$ cat src/rtl/fpnorm_pkg.sv
// Shared types and helpers for the FP normalise/round pipeline.
// Holds the rounding-mode encoding, the flag bit positions and the saturation-value builder.
package fpnorm_pkg;

  typedef enum logic [1:0] {
    RNE = 2'd0,
    RTZ = 2'd1,
    RUP = 2'd2,
    RDN = 2'd3
  } rm_e;

  // Bit positions inside out_flags.
  localparam int unsigned FLAG_ZERO      = 0;
  localparam int unsigned FLAG_INEXACT   = 1;
  localparam int unsigned FLAG_UNDERFLOW = 2;
  localparam int unsigned FLAG_OVERFLOW  = 3;

  // Widest packed result the helper below can build.
  localparam int unsigned SAT_W = 64;

  // Builds {sign, exponent, fraction} for either +-inf or +-max-finite.
  // Callers keep the low 1+exp_w+man_w bits.
  function automatic logic [SAT_W-1:0] fp_sat_value(input int exp_w, input int man_w,
                                                    input logic sign, input logic inf);
    logic [SAT_W-1:0] v;
    v = '0;
    for (int i = 0; i < SAT_W; i++) begin
      if (i < man_w) begin
        v[i] = ~inf;
      end else if (i < man_w + exp_w) begin
        // Max-finite clears only the exponent LSB.
        v[i] = (i != man_w) || inf;
      end else if (i == man_w + exp_w) begin
        v[i] = sign;
      end
    end
    return v;
  endfunction

endpackage

$ cat src/rtl/fp_lzc.sv
// Combinational leading-zero counter.
// The count is taken from the MSB downward. An all-zero input returns N.
module fp_lzc #(
  parameter int unsigned N = 8
) (
  input  logic [N-1:0]             i_data,
  output logic [$clog2(N+1)-1:0]   o_count
);

  localparam int unsigned CW = $clog2(N + 1);

  // Scan LSB to MSB so that the highest set bit wins.
  always_comb begin
    o_count = CW'(N);
    for (int i = 0; i < N; i++) begin
      if (i_data[i]) begin
        o_count = CW'(N - 1 - i);
      end
    end
  end

endmodule

$ cat src/rtl/fp_normalize_round_pipe.sv
// Two-stage normaliser/rounder for the FP adder datapath, with valid/ready flow control.
// Stage 1 normalises the raw significand. Stage 2 rounds, saturates on overflow and
// flushes underflow to zero.
// Optional macro FPNORM_FLAGS_EN adds out_flags = {overflow, underflow, inexact, zero}.
module fp_normalize_round_pipe
  import fpnorm_pkg::*;
#(
  parameter int EXP_W = 8,
  parameter int MAN_W = 23,
  parameter int BIAS  = 2**(EXP_W-1)-1
) (
  input  logic                     clk,
  input  logic                     reset,
  input  logic                     in_valid,
  output logic                     in_ready,
  input  logic                     in_sign,
  input  logic [EXP_W+1:0]         in_exp,
  input  logic [MAN_W+3:0]         in_mant,
  input  logic                     in_sticky,
  input  logic [1:0]               in_rm,
  output logic                     out_valid,
  input  logic                     out_ready,
  output logic [EXP_W+MAN_W:0]     out_result
`ifdef FPNORM_FLAGS_EN
  ,
  output logic [3:0]               out_flags
`endif
);

  localparam int EW = EXP_W + 2;       // signed exponent width
  localparam int SW = MAN_W + 3;       // {hidden, fraction, guard, round}
  localparam int RW = 1 + EXP_W + MAN_W;
  localparam int CW = $clog2(SW + 1);

  localparam logic signed [EW-1:0] EXP_ZERO = '0;
  localparam logic signed [EW-1:0] EXP_ONE  = EW'(1);
  localparam logic signed [EW-1:0] EXP_SAT  = EW'((2**EXP_W) - 1);

  // Stage 1 state
  logic                  r_s1_valid;
  logic                  r_s1_sign;
  logic signed [EW-1:0]  r_s1_exp;
  logic [SW-1:0]         r_s1_sig;
  logic                  r_s1_sticky;
  logic                  r_s1_zero;
  rm_e                   r_s1_rm;

  // Stage 2 state
  logic                  r_s2_valid;
  logic [RW-1:0]         r_s2_result;

  // Normalise wires
  logic [CW-1:0]         w_lz;
  logic signed [EW-1:0]  w_exp_in;
  logic signed [EW-1:0]  w_lz_s;
  logic signed [EW-1:0]  w_exp_m1;
  logic signed [EW-1:0]  w_shift;
  logic signed [EW-1:0]  w_n_exp;
  logic [SW-1:0]         w_n_sig;
  logic                  w_n_sticky;
  logic                  w_n_zero;

  // Round wires
  logic                  w_lsb;
  logic                  w_g;
  logic                  w_r;
  logic                  w_any;
  logic                  w_inc;
  logic                  w_to_inf;
  logic [MAN_W+1:0]      w_sum;
  logic signed [EW-1:0]  w_exp_rnd;
  logic [MAN_W-1:0]      w_frac;
  logic                  w_unf;
  logic                  w_ovf;
  logic [SAT_W-1:0]      w_sat;
  logic [RW-1:0]         w_result;

  logic                  w_s2_load;
  logic                  w_unused;

  // The datapath works on biased exponents directly, so BIAS never enters the logic.
  assign w_unused = ^{BIAS, w_sum[MAN_W], w_sat[SAT_W-1:RW]};

  assign w_s2_load  = !r_s2_valid || out_ready;
  assign in_ready   = !r_s1_valid || w_s2_load;
  assign out_valid  = r_s2_valid;
  assign out_result = r_s2_result;

  fp_lzc #(
    .N (SW)
  ) u_lzc (
    .i_data  (in_mant[SW-1:0]),
    .o_count (w_lz)
  );

  // Stage 1: shift right on carry, otherwise shift left as far as the exponent allows.
  always_comb begin
    w_exp_in   = $signed(in_exp);
    w_lz_s     = $signed(EW'(w_lz));
    w_exp_m1   = w_exp_in - EXP_ONE;
    w_shift    = EXP_ZERO;
    w_n_sig    = in_mant[SW-1:0];
    w_n_exp    = w_exp_in;
    w_n_sticky = in_sticky;
    if (w_exp_in > EXP_ONE) begin
      w_shift = (w_lz_s < w_exp_m1) ? w_lz_s : w_exp_m1;
    end
    if (in_mant[SW]) begin
      w_n_sig    = in_mant[SW:1];
      w_n_exp    = w_exp_in + EXP_ONE;
      w_n_sticky = in_sticky | in_mant[0];
    end else begin
      w_n_sig    = in_mant[SW-1:0] << w_shift;
      w_n_exp    = w_exp_in - w_shift;
    end
    w_n_zero = (in_mant == '0) && !in_sticky;
  end

  // Stage 2: rounding increment, post-round carry, saturation and flush selection.
  always_comb begin
    w_lsb = r_s1_sig[2];
    w_g   = r_s1_sig[1];
    w_r   = r_s1_sig[0];
    w_any = w_g | w_r | r_s1_sticky;
    w_inc    = 1'b0;
    w_to_inf = 1'b0;
    unique case (r_s1_rm)
      RNE: begin
        w_inc    = w_g & (w_r | r_s1_sticky | w_lsb);
        w_to_inf = 1'b1;
      end
      RTZ: begin
        w_inc    = 1'b0;
        w_to_inf = 1'b0;
      end
      RUP: begin
        w_inc    = !r_s1_sign & w_any;
        w_to_inf = !r_s1_sign;
      end
      RDN: begin
        w_inc    = r_s1_sign & w_any;
        w_to_inf = r_s1_sign;
      end
      default: begin
        w_inc    = 1'b0;
        w_to_inf = 1'b0;
      end
    endcase
    w_sum     = {1'b0, r_s1_sig[SW-1:2]} + (MAN_W+2)'(w_inc);
    w_exp_rnd = w_sum[MAN_W+1] ? (r_s1_exp + EXP_ONE) : r_s1_exp;
    w_frac    = w_sum[MAN_W+1] ? '0 : w_sum[MAN_W-1:0];
    w_unf     = !r_s1_zero && ((r_s1_exp <= EXP_ZERO) || !r_s1_sig[SW-1]);
    w_ovf     = !r_s1_zero && !w_unf && (w_exp_rnd >= EXP_SAT);
    w_sat     = fp_sat_value(EXP_W, MAN_W, r_s1_sign, w_to_inf);
    if (r_s1_zero || w_unf) begin
      w_result = {r_s1_sign, {(EXP_W+MAN_W){1'b0}}};
    end else if (w_ovf) begin
      w_result = w_sat[RW-1:0];
    end else begin
      w_result = {r_s1_sign, w_exp_rnd[EXP_W-1:0], w_frac};
    end
  end

  // Stage 1 register: loads a new beat, or empties, whenever the input is ready.
  always_ff @(posedge clk or posedge reset) begin
    if (reset) begin
      r_s1_valid  <= 1'b0;
      r_s1_sign   <= 1'b0;
      r_s1_exp    <= '0;
      r_s1_sig    <= '0;
      r_s1_sticky <= 1'b0;
      r_s1_zero   <= 1'b0;
      r_s1_rm     <= RNE;
    end else if (in_ready) begin
      r_s1_valid <= in_valid;
      if (in_valid) begin
        r_s1_sign   <= in_sign;
        r_s1_exp    <= w_n_exp;
        r_s1_sig    <= w_n_sig;
        r_s1_sticky <= w_n_sticky;
        r_s1_zero   <= w_n_zero;
        r_s1_rm     <= rm_e'(in_rm);
      end
    end
  end

  // Stage 2 register: holds its result while downstream stalls.
  always_ff @(posedge clk or posedge reset) begin
    if (reset) begin
      r_s2_valid  <= 1'b0;
      r_s2_result <= '0;
    end else if (w_s2_load) begin
      r_s2_valid <= r_s1_valid;
      if (r_s1_valid) begin
        r_s2_result <= w_result;
      end
    end
  end

`ifdef FPNORM_FLAGS_EN
  logic [3:0] r_s2_flags;
  logic [3:0] w_flags;

  // Flags are computed from the same stage-1 beat as the result.
  always_comb begin
    w_flags                 = '0;
    w_flags[FLAG_OVERFLOW]  = w_ovf;
    w_flags[FLAG_UNDERFLOW] = w_unf;
    w_flags[FLAG_INEXACT]   = w_any | w_ovf | w_unf;
    w_flags[FLAG_ZERO]      = r_s1_zero | w_unf;
  end

  // Flags follow exactly the same load/hold rules as out_result.
  always_ff @(posedge clk or posedge reset) begin
    if (reset) begin
      r_s2_flags <= '0;
    end else if (w_s2_load && r_s1_valid) begin
      r_s2_flags <= w_flags;
    end
  end

  assign out_flags = r_s2_flags;
`endif

endmodule

$ cat config.mk
export PLATFORM = sky130hd
export DESIGN_NAME = fp_normalize_round_pipe
export DESIGN_NICKNAME = d
export VERILOG_FILES = /design/src/rtl/fpnorm_pkg.sv /design/src/rtl/fp_lzc.sv /design/src/rtl/fp_normalize_round_pipe.sv
export SDC_FILE = /design/constraint.sdc
export NUM_CORES = 1
export LEC_CHECK = 0
export CAP_MARGIN = 25
export CORE_MARGIN = 8
export CORE_UTILIZATION = 37
export DETAILED_ROUTE_END_ITERATION = 10
export PLACE_DENSITY = 0.64
export RECOVER_POWER = 100
export SETUP_SLACK_MARGIN = 0.15
export SYNTH_ARGS = -nofsm -noshare
export SYNTH_HDL_FRONTEND = slang
export SYNTH_HIERARCHICAL = 1
export SYNTH_SLANG_ARGS = --single-unit
$ cat constraint.sdc
create_clock -name clk -period 5.1 [get_ports clk]
set_clock_uncertainty 0.2 [all_clocks]
set_input_delay 0.51 -clock clk [delete_from_list [all_inputs] [get_ports clk]]
set_output_delay 0.51 -clock clk [all_outputs]
set_load 0.05 [all_outputs]
; After elaboration in Yosys (flattened, before gate mapping)
; Cells that the tools add are included.
[word_totals]
reg_bits = 75
output_inout_bits = 34
elab_cells = 87
[op_classes]
add_sub_neg = 5
n_lt_le_gt_ge = 4
n_eq_ne = 3
shifts = 1
n_mux = 37
bitwise = 9
n_reduce_logical = 19
[ops]
columns = op, count
row1 = two-way mux 5 bit, 16
row2 = two-way mux 31 bit, 2
row3 = two-way mux 10 bit, 4
row4 = two-way mux 4 bit, 8
row5 = zero test 27 bit, 1
row6 = two-way mux 26 bit, 1
row7 = left shift 26 x 10 -> 26 bit, 1
row8 = adder 24 x 1 -> 25 bit, 1
row9 = two-way mux 23 bit, 1
row10 = adder 10 x 2 -> 10 bit (second input constant), 2
row11 = >= comparator 10 x 9 -> 1 bit (second input constant), 1
row12 = > comparator 10 x 2 -> 1 bit (second input constant), 1
row13 = <= comparator 10 x 1 -> 1 bit (second input constant), 1
row14 = less-than comparator 6 x 10 -> 1 bit, 1
row15 = subtractor 10 bit, 1
row16 = subtractor 10 x 2 -> 10 bit (second input constant), 1
row17 = case mux 1 bit (4 select lines), 2
row18 = zero test 1 bit, 7
row19 = bitwise OR 1 bit, 5
row20 = == test 2 bit (second input constant), 2
row21 = logical AND 1 bit, 4
row22 = logical OR 1 bit, 4
row23 = two-way mux 2 bit, 2
row24 = AND reduction 2 bit, 2
row25 = other kinds (5), 7

; Longest topological paths before layout
[depth]
word_depth = 31
depth_mapped = 34
mapped_depth_nobuf = 31

; Cells and area by module
; Netlist, hierarchy kept.
[by_module_without_submodules]
columns = mod, n_inst, cells_per_inst, area_each_um2, seq_area_each_um2
row1 = fp_normalize_round_pipe, 1, 811, 6676.4, 1876.8
row2 = fp_lzc, 1, 50, 279.0, 0.0

; Worst setup path before layout
; OpenSTA, ideal clock, no wires.
[synth_timing]
path_type = input port to flip-flop
startpoint = in in_mant[2]
endpoint = reg r_s1_exp[9]
setup_ns = 0.076
arrival_ns = 6.020
slack_ns = -1.196
cell_stages = 29
path_cell_list = o311ai_0 a311oi_1 o31ai_1 a21oi_1 ha_1 o21a_1 o21a_1 o21ai_0 nand2b_1 a21oi_1 or4b_2 ha_1 clkbuf_1 nor2b_1 or2_2 nor2_2 inv_2 buf_6 buf_4 ha_1 nor2b_1 ha_1 a21o_1 a21oi_1 o21ai_0 o41ai_1 o21ai_0 xor2_1 o21ai_1
[synth_between]
elab_chain_len = 29
[synth_rtl]
columns = item, line
row1 = "start, declared", fp_normalize_round_pipe.sv:18  ; input logic [MAN_W+3:0] in_mant,
row2 = two-way mux 4 bit (*) (8 in a row), fp_lzc.sv:16  ; if (i_data[i]) begin
row3 = two-way mux 5 bit (*) (16 in a row), fp_lzc.sv:16
row4 = via w_lz[1], fp_normalize_round_pipe.sv:53  ; logic [CW-1:0] w_lz;
row5 = less-than comparator 6 x 10 -> 1 bit, fp_normalize_round_pipe.sv:106  ; w_shift = (w_lz_s < w_exp_m1) ? w_lz_s : w_exp_m1;
row6 = two-way mux 10 bit (*), fp_normalize_round_pipe.sv:106
row7 = two-way mux 10 bit (*), fp_normalize_round_pipe.sv:105  ; if (w_exp_in > EXP_ONE) begin
row8 = subtractor 10 bit (*), fp_normalize_round_pipe.sv:114  ; w_n_exp = w_exp_in - w_shift;
row9 = two-way mux 10 bit (*), fp_normalize_round_pipe.sv:108  ; if (in_mant[SW]) begin
row10 = "end signal, assigned", fp_normalize_round_pipe.sv:178  ; r_s1_exp <= w_n_exp;
row11 = "end, declared", fp_normalize_round_pipe.sv:42  ; logic signed [EW-1:0] r_s1_exp;
; The timed path passes the listed nets; every way through them passes the cells marked *.
; A chain may end at the register's enable or synchronous reset.

; Worst setup path after layout
[layout_timing]
startpoint = in in_mant[0]
endpoint = reg r_s1_exp[9]
[layout_between]
elab_chain_len = 31
[layout_rtl]
columns = item, line
row1 = two-way mux 2 bit (*) (2 in a row), fp_lzc.sv:16
row2 = two-way mux 4 bit (*) (8 in a row), fp_lzc.sv:16
row3 = two-way mux 5 bit (*) (16 in a row), fp_lzc.sv:16
row4 = via w_lz[1], fp_normalize_round_pipe.sv:53
row5 = less-than comparator 6 x 10 -> 1 bit, fp_normalize_round_pipe.sv:106
row6 = two-way mux 10 bit (*), fp_normalize_round_pipe.sv:106
row7 = two-way mux 10 bit (*), fp_normalize_round_pipe.sv:105
row8 = subtractor 10 bit (*), fp_normalize_round_pipe.sv:114
row9 = two-way mux 10 bit (*), fp_normalize_round_pipe.sv:108
; Marked as above.

==> run metrics <==
Synth cell types 94; H-tree levels 3; Mapped Avg Cell Area 8.08 um2; CP arrival 5.20 ns; Fin. Hold Viols 0; placed cell count 1,291; outcome finished with violations; Placed Area 9040 um2; Placement Rows 50; area of the core 18,600 um2; min Tclk post-route 5.20 ns; Sequential Power Share 0.304; f_max 0.192 GHz; post-synthesis cell area 6960 um2; clk slew on worst S/H paths 0.06 ns; fill count 1,803; DIE AREA 23,400 um2; Worst-Skew Late Latency 0.33 ns; clock power share 0.223; GPL Wtd Cong 0.898; CTS buffer count 9; Clock Root Buffer clkbuf_16; CP max stage cell or4b_4; TritonCTS clock tree done; Die Ht 153 um; Area growth, synth to finish 38.7%; CP Max Fanout 5; Syn Nets 928; min-delay worst type register to register; Yosys warnings 6; most common cell after layout, fill and taps aside buf_4; Final WS setup -0.0983 ns; flops & latches, synth 75; power per standard cell area 292 nW/um2; Post-synth EDFFs 0; startpoint types input port; P_leak 4.20 nW; design area 9650 um2; PortBufs 78; post-detail-place hpwl 18.1 mm; Post-synth ARST share 1.00; share of post-route cells with drive strength above 1 0.277; WL final 23.0 mm; first-pass GRT wire length 37.8 mm; main flop type after synthesis dfrtp_1; Net count, final 1,154; routed length per placed instance 17.4 um; P_sw 1.12 mW; largest net degree at the start of global routing 43; # clock sinks 75; initial antenna violation count 0; Syn Inst Count 861; IO Pins 79; worst IR drop on VDD 0.160 mV; failing checks negative setup slack; Crit Path Class input port to register; period utilization 1.02; final setup vio count 4; post-route ant nets 0; unrepaired setup endpoints after global routing true; worst slack, placed -0.974 ns; switching share of total power 0.399; Antenna diodes 0; fin cells 1,325; Logic pwr share 0.473; crit end category register; WP data required 5.10 ns; vias after detailed routing 7,400; Initial Util 0.374; Tot Pwr 2.82 mW; Chip Width 153 um; CTS max path bufs 2; sequential area share after synthesis 0.270; DRC Markers 0; Pre-antenna DRT Iters 5; post-cts hold buffer count 0; Slew Viols, Final 0; First DRT Iteration DRCs 574; Rel. slew slack 0.0345; Remaining Overflow, GRT 0; vias in the first global route 7,266; Total GRT Usage 0.194; Least-Margin Pin Slew 1.45 ns; Int Pwr 1.69 mW; Max stage delay on crit path 0.54 ns; drt via density 5.58; maximum capacitance violations 0; most frequent cells in the layout 179 x buf_4, 86 x nand2_1, 75 x dfrtp_1, 74 x nor2_1, 51 x a21oi_1
## synth_stat cells, types with 7 or more instances
cell type / instances / area [um2]
nand2_1: 88 / 330
nor2_1: 79 / 297
dfrtp_1: 75 / 1880
a21oi_1: 57 / 285
o21ai_0: 57 / 285
nand3_1: 32 / 160
xnor2_1: 28 / 245
nor3_1: 26 / 130
and3_1: 24 / 150
clkbuf_1: 24 / 90.1
ha_1: 21 / 263
inv_1: 20 / 75.1
nor4_1: 20 / 125
mux2i_1: 19 / 190
xor2_1: 19 / 166
a31oi_1: 16 / 100
o22ai_1: 15 / 93.8
a221o_1: 14 / 140
nand4_1: 14 / 87.6
mux2_2: 11 / 124
a211oi_1: 9 / 67.6
buf_2: 9 / 45.0
a2111oi_0: 8 / 70.1
clkbuf_8: 8 / 110
nand2b_1: 8 / 50.1
a21o_1: 7 / 52.6
o21a_1: 7 / 52.6
o21ai_1: 7 / 35.0
## final cells by class
| type | instances | area (um2) | share of cell area |
|---|---|---|---|
| clock buffers | 13 | 260 | 0.0270 |
| repair buffers | 272 | 2240 | 0.232 |
| well taps | 234 | 293 | 0.0304 |
| flip-flops and latches | 75 | 1880 | 0.195 |
| multi-input cells | 707 | 4860 | 0.504 |
| inverters | 22 | 85.1 | 0.00882 |
| clock inverters | 2 | 35.0 | 0.00363 |
## layer usage
layer | GRT usage | up-vias | routed length (um)
met2 | 0.307 | 248 | 10300
met4 | 0.0613 | 0 | 528
li1 | - | 3704 | -
met5 | 0 | - | 0
met3 | 0.0338 | 32 | 1480
met1 | 0.264 | 3416 | 10600
## critical path, delay by kind of cell
kind | cells | cell delay (ns)
compound gates | 12 | 1.59
simple gates | 11 | 1.56
fa+ha+maj | 4 | 1.07
buf+inv | 3 | 0.20
xor+xnor | 1 | 0.16
mux | 1 | 0.12
## worst paths after layout
check	start	endpoint	slack [ns]	cells past startpoint
setup reg to reg	r_s1_rm[1]$_DFFE_PP0P_	out_result[1]$_DFFE_PP0P_	0.70	14
max in group asynchronous	reset	r_s1_sig[13]$_DFFE_PP0P_	2.71	3
min in group asynchronous	reset	out_valid$_DFFE_PP0P_	0.81	2
hold reg to reg	out_result[31]$_DFFE_PP0P_	out_result[31]$_DFFE_PP0P_	0.27	2
hold / removal	out_result[31]$_DFFE_PP0P_	out_result[31]$_DFFE_PP0P_	0.27	2
setup / recovery	in_mant[0]	r_s1_exp[9]$_DFFE_PP0P_	-0.1	32
## cells by family (layout without fill, tap and decap cells)
family | count (synthesis) | count (layout) | share of synthesized area
XOR/XNOR | 47 | 47 | 0.0592
buffers and inverters | 79 | 309 | 0.0702
adder cells (fa/ha/maj) | 22 | 22 | 0.0407
AO/OA/AOI/OAI | 271 | 271 | 0.270
AND/OR/NAND/NOR | 337 | 337 | 0.245
flip-flops | 75 | 75 | 0.270
multiplexers | 30 | 30 | 0.0452
## power groups by stage
stage / sequential (mW) / combinational, mW / clock (mW)
detailed placement: 0.868 / 1.28 / 0
CTS: 0.858 / 1.31 / 0.638
floorplan: 1.08 / 0.571 / 0
finish: 0.856 / 1.33 / 0.627
global route: 0.880 / 1.44 / 0.669
global placement: 0.862 / 1.28 / 0
## stage by stage
step	util	setup TNS (ns)	hold WS, ns
2_1_floorplan	-	-2.39	0.250
3_3_place_gp	0.487	-15.55	0.259
3_5_place_dp	0.487	-16.64	0.261
4_1_cts	0.511	-0.303	0.275
5_1_grt	0.519	-1.47	0.304
6_report	0.519	-0.215	0.271
## sequential cells by signal, summed over array words and instances (netlist names)
| signal | cells |
|---|---|
| out_result | 32 |
| r_s1_rm | 2 |
| r_s1_sig | 26 |
| r_s1_zero | 1 |
| r_s1_exp | 10 |
| r_s1_sign | 1 |
| r_s1_sticky | 1 |
| out_valid | 1 |
| r_s1_valid | 1 |
## repair_timing
action | CTS | global route
buffers inserted | 13 | 6
endpoints found under the setup margin | 32 | 28
gates resized for setup | 81 | 29
pin swaps | 48 | 17
(Power assumes the default switching activity.)
